**config.mk**
```make
export PLATFORM = sky130hd
export DESIGN_NAME = l2_ahb_output_arb
export DESIGN_NICKNAME = d
export VERILOG_FILES = /design/src/rtl/l2_ahb_output_arb.sv
export SDC_FILE = /design/constraint.sdc
export NUM_CORES = 1
export LEC_CHECK = 0
export CAP_MARGIN = 20
export CORE_UTILIZATION = 35
export CTS_BUF_LIST = sky130_fd_sc_hd__clkbuf_4
export CTS_CLUSTER_DIAMETER = 80
export DETAILED_ROUTE_END_ITERATION = 6
export PLACE_DENSITY = 0.78
export SYNTH_ARGS = -nofsm -noshare
export SYNTH_HDL_FRONTEND = slang
export SYNTH_SLANG_ARGS = --single-unit
```
**constraint.sdc**
```tcl
create_clock -name HCLK -period 3 [get_ports HCLK]
set_input_delay 0.6 -clock HCLK [delete_from_list [all_inputs] [get_ports HCLK]]
set_output_delay 0.6 -clock HCLK [all_outputs]
set_load 0.01 [all_outputs]
```
**src/rtl/l2_ahb_output_arb.sv**
```systemverilog
// rtl/l2_ahb_output_arb.sv - round-robin address/data phase arbiter for one bus-matrix slave port
module l2_ahb_output_arb #(
  parameter int NUM_MST = 3,
  parameter int MID_W   = 2
) (
  input  logic               HCLK,
  input  logic               HRESET,
  input  logic [NUM_MST-1:0] req_in,
  input  logic [NUM_MST-1:0] held_tran,
  input  logic [NUM_MST-1:0] mastlock,
  input  logic               HREADYM,
  output logic [NUM_MST-1:0] addr_sel,
  output logic [NUM_MST-1:0] data_sel,
  output logic               addr_valid,
  output logic               no_port,
  output logic [MID_W-1:0]   HMASTER,
  output logic               HMASTLOCKM
);

  logic [MID_W-1:0]   own_id_q, own_id_d;
  logic               own_valid_q, own_valid_d;
  logic [MID_W-1:0]   ptr_q, ptr_d;
  logic [NUM_MST-1:0] data_sel_q, data_sel_d;

  logic               hold;
  logic               win_found;
  logic [MID_W-1:0]   win_id;
  logic [MID_W:0]     cand;

  assign hold = own_valid_q & (held_tran[own_id_q] | mastlock[own_id_q]);

  // Scan from farthest to nearest so the candidate just after ptr is written last and wins.
  // The extra bit in cand lets the wrap be a compare-and-subtract for any NUM_MST.
  always_comb begin
    win_found = 1'b0;
    win_id    = '0;
    cand      = '0;
    for (int k = NUM_MST; k >= 1; k--) begin
      cand = {1'b0, ptr_q} + (MID_W+1)'(k);
      if (cand >= (MID_W+1)'(NUM_MST)) begin
        cand = cand - (MID_W+1)'(NUM_MST);
      end
      if (req_in[cand[MID_W-1:0]]) begin
        win_found = 1'b1;
        win_id    = cand[MID_W-1:0];
      end
    end
  end

  always_comb begin
    addr_sel = '0;
    if (own_valid_q) begin
      addr_sel[own_id_q] = 1'b1;
    end
  end

  always_comb begin
    own_id_d    = own_id_q;
    own_valid_d = own_valid_q;
    ptr_d       = ptr_q;
    data_sel_d  = data_sel_q;
    if (HREADYM) begin
      data_sel_d = addr_sel;
      if (!hold) begin
        if (win_found) begin
          own_id_d    = win_id;
          own_valid_d = 1'b1;
          ptr_d       = win_id;
        end else begin
          own_valid_d = 1'b0;
        end
      end
    end
  end

  always_ff @(posedge HCLK) begin
    if (HRESET) begin
      own_id_q    <= '0;
      own_valid_q <= 1'b0;
      ptr_q       <= MID_W'(NUM_MST-1);
      data_sel_q  <= '0;
    end else begin
      own_id_q    <= own_id_d;
      own_valid_q <= own_valid_d;
      ptr_q       <= ptr_d;
      data_sel_q  <= data_sel_d;
    end
  end

  assign data_sel   = data_sel_q;
  assign addr_valid = own_valid_q;
  assign no_port    = ~own_valid_q;
  assign HMASTER    = own_id_q;
  assign HMASTLOCKM = own_valid_q & mastlock[own_id_q];

endmodule

```
==> summary.txt <==
Logic synthesis
  • Register area share after synthesis: 0.266
  • Main synth FF type: dfxtp_1
  • #FFs+latches synth: 7
  • Synthesized area per cell: roughly 8.5 um^2
  • Synthesized Nets: a little under 80
  • Synth Warn #: 0
  • Mapped cell area: 527 um^2
  • Synth Instances: between 60 and 70
  • Yosys cell types: 28
  • Ys async rst share: 0
  • Number of enable flip-flop cells after synthesis: 0

Routing
  • Via count: 523
  • Wl on met1: roughly 580 um
  • Final ANT Viol Nets: 0
  • Final wirelength: about 1.3 mm
  • Metal2 WL: ~660 um
  • Vias/cell: between 5 and 6
  • Met3 wire len: approximately 33 um
  • Drt wl/cell: about 13 um
  • Drt first pass iters: 4
  • Iteration-0 DRC count of the detailed router: 10
  • Drc violations: 0
  • Top sig layer: met4

Cells and area
  • Layout cell share with drive strength beyond 1: 0.106
  • Layout area overhead: 46.6%
  • Final Cell Area: approximately 770 um^2
  • Final core utilization: 0.572
  • Sequential cell area: 140 um^2
  • Final #Nets: between 100 and 150
  • Final cell count without fillers: 100
  • Diode count: 0
  • Layout fillers: 120
  • Multi-input gate area: 344 um^2

Floorplanning
  • Die area: approximately 1700 um^2
  • Initial Util: 0.390
  • Die X: between 40 and 50 um
  • Row Count: 13
  • Core ar.: ~1400 um^2
  • I/O Pins: 23
  • Die span in y: ~40 um

Clock network
  • H-tree levels: 1
  • CTS buffer count: 3
  • Postcts setup bufs: 0
  • CTS sink cnt: 7
  • Clock transition at the registers of the reported paths: 0.05 ns
  • Clock Latency Late Sink: between 0.2 and 0.3 ns
  • CTS tree: yes
  • CTS max path bufs: 2
  • CTS resizes: 0
  • CTS Hold Bufs: 0
  • Root buffer cell: clkbuf_4

Hold path
  • HP Start: data_sel[1]
  • Min-Delay Endpoint: data_sel[1]
  • Hold Crit Depth: 2
  • Hold crit path type: register to register

Global route
  • Vias in the first global route: around 450
  • Largest net degree at the start of global routing: 14
  • First-pass GRT wire length: ~1.8 mm
  • All-Layer GR Usage: 0.172
  • Initial antenna violation count: 0
  • GRT Residual Overflow: 0

Pwr
  • Leak: 0.313 nW
  • Pwr dens: approximately 470 nW/um^2
  • Max VDD drop: between 300 and 400 uV

Critical path
  • Critical path endpoint category: output pin
  • Worst endpoint data arrival time: roughly 2.1 ns
  • CP Data Required Time: approximately 2.4 ns
  • Critical path launch point type: input port
  • Crit path max fanout: 5
  • R2R depth: 7
  • Reg2reg setup slack: approximately 0.59 ns
  • Worst flop-to-flop path endpoint: ptr_q[1]
  • Critical path type: input port to output pin
  • Worst R2R Start: ptr_q[0]

Flow run
  • Max-cap violation count: 0

STA
  • Final setup skew: roughly 0.010 ns
  • Post-route setup TNS: 0 ns
  • RSZ-0062 raised after global routing: no
  • Final Max Tran Viols: 0
  • Final Hold Viols: 0
  • Hold slack: between 0.4 and 0.5 ns
  • Final cycle utilization of the critical path: 0.911
  • Final setup violation count: 0
  • Rel. slew slack: 0.690
  • Tmin final: approximately 2.7 ns
  • Worst slew pin tran: 0.465 ns
  • Fmax: 366 MHz

Placed design
  • I/O Buffers: 22
  • GP Congestion: 0.705
  • Post-Place Cell Area: between 700 and 800 um^2
  • Placed Cells: 96
  • DP Wirelength: 995 um

Status
  • Run status: complete, no violations
==> worst max-delay path, cell delays in order <==
cell and delay, ns:
clkdlybuf4s50_1 0.46, mux2i_1 0.06, o21a_1 0.18, nor2_1 0.23
clkdlybuf4s50_1 0.60
==> sequential cells by signal, summed over array words and instances, names as in the netlist <==
signal and flops:
HMASTER 1, addr_valid 1, data_sel 3, ptr_q 2
==> cells in the mapped netlist (3+ instances only) <==
cell / number / share of area
nor2_1: 7 / 0.050
dfxtp_1: 7 / 0.27
mux2i_1: 7 / 0.13
inv_1: 5 / 0.036
nand2b_1: 3 / 0.036
ha_1: 3 / 0.071
o21a_1: 4 / 0.057
o21ai_0: 4 / 0.038
a21oi_1: 3 / 0.028
==> cell usage in the layout (no fill, tap or decap) <==
| master | count |
|---|---|
| clkdlybuf4s50_1 | 22 |
| dfxtp_1 | 7 |
| nor2_1 | 7 |
| mux2i_1 | 7 |
| inv_1 | 5 |
| o21a_1 | 4 |
| o21ai_0 | 4 |
| clkbuf_4 | 4 |
| nand2b_1 | 3 |
| a21oi_1 | 3 |
| ha_1 | 3 |
| and3b_4 | 1 |
| nand3b_1 | 1 |
| a21boi_0 | 1 |
| nand4_1 | 1 |
| nand2_1 | 1 |
| a22o_1 | 1 |
| nand3_1 | 1 |
| nor3_1 | 1 |
| nand2_2 | 1 |
| o211ai_2 | 1 |
| or3_4 | 1 |
| nor2b_1 | 1 |
| o221ai_1 | 1 |
| nor4_1 | 1 |
| o31a_2 | 1 |
| a211o_1 | 1 |
==> through the flow <==
stage	power, mW	worst slack [ns]
floorplan	0.212	0.902
CTS	0.366	0.266
finish	0.363	0.268
global route	0.383	0.179
detailed placement	0.267	0.273
global placement	0.264	0.290
==> metal layers <==
| metal | vias up | track usage |
|---|---|---|
| met5 | - | 0 |
| met2 | 11 | 0.301 |
| met4 | 0 | 0.100 |
| met3 | 2 | 0.0489 |
| met1 | 244 | 0.182 |
| li1 | 266 | - |
==> final cells by class <==
cell class,count,share of cell area
Sequential cell,7,0.182
Timing Repair Buffer,22,0.285
Tap cell,15,0.0243
Multi-Input combinational cell,47,0.446
Inverter,5,0.0243
Clock buffer,4,0.0389
==> worst max-delay path by stage <==
stage / startpoint / to / slack [ns] / cells past startpoint
5_1_grt: mastlock[1] / HMASTLOCKM / 0.18 / 5
4_1_cts: mastlock[1] / HMASTLOCKM / 0.27 / 5
3_3_place_gp: mastlock[1] / HMASTLOCKM / 0.29 / 5
2_1_floorplan: ptr_q[0] / ptr_q[1] / 0.90 / 9
3_5_place_dp: mastlock[1] / HMASTLOCKM / 0.27 / 5
6_report: mastlock[1] / HMASTLOCKM / 0.27 / 5
==> cells by family (layout without fill, tap and decap cells) <==
group / after synthesis / count (layout) / share of synthesized area
AND/OR/NAND/NOR: 20 / 20 / 0.219
buffers and inverters: 8 / 31 / 0.0808
adder cells (fa/ha/maj): 3 / 3 / 0.0713
AO/OA/AOI/OAI: 17 / 17 / 0.230
flip-flops: 7 / 7 / 0.266
multiplexers: 7 / 7 / 0.133
==> where the power goes <==
| part | internal [mW] | switching [mW] |
|---|---|---|
| Sequential | 0.102 | 0.0132 |
| Combinational | 0.0810 | 0.0697 |
| Clock | 0.0599 | 0.0366 |
| Total | 0.243 | 0.119 |
Power figures use the tool's default switching activity.
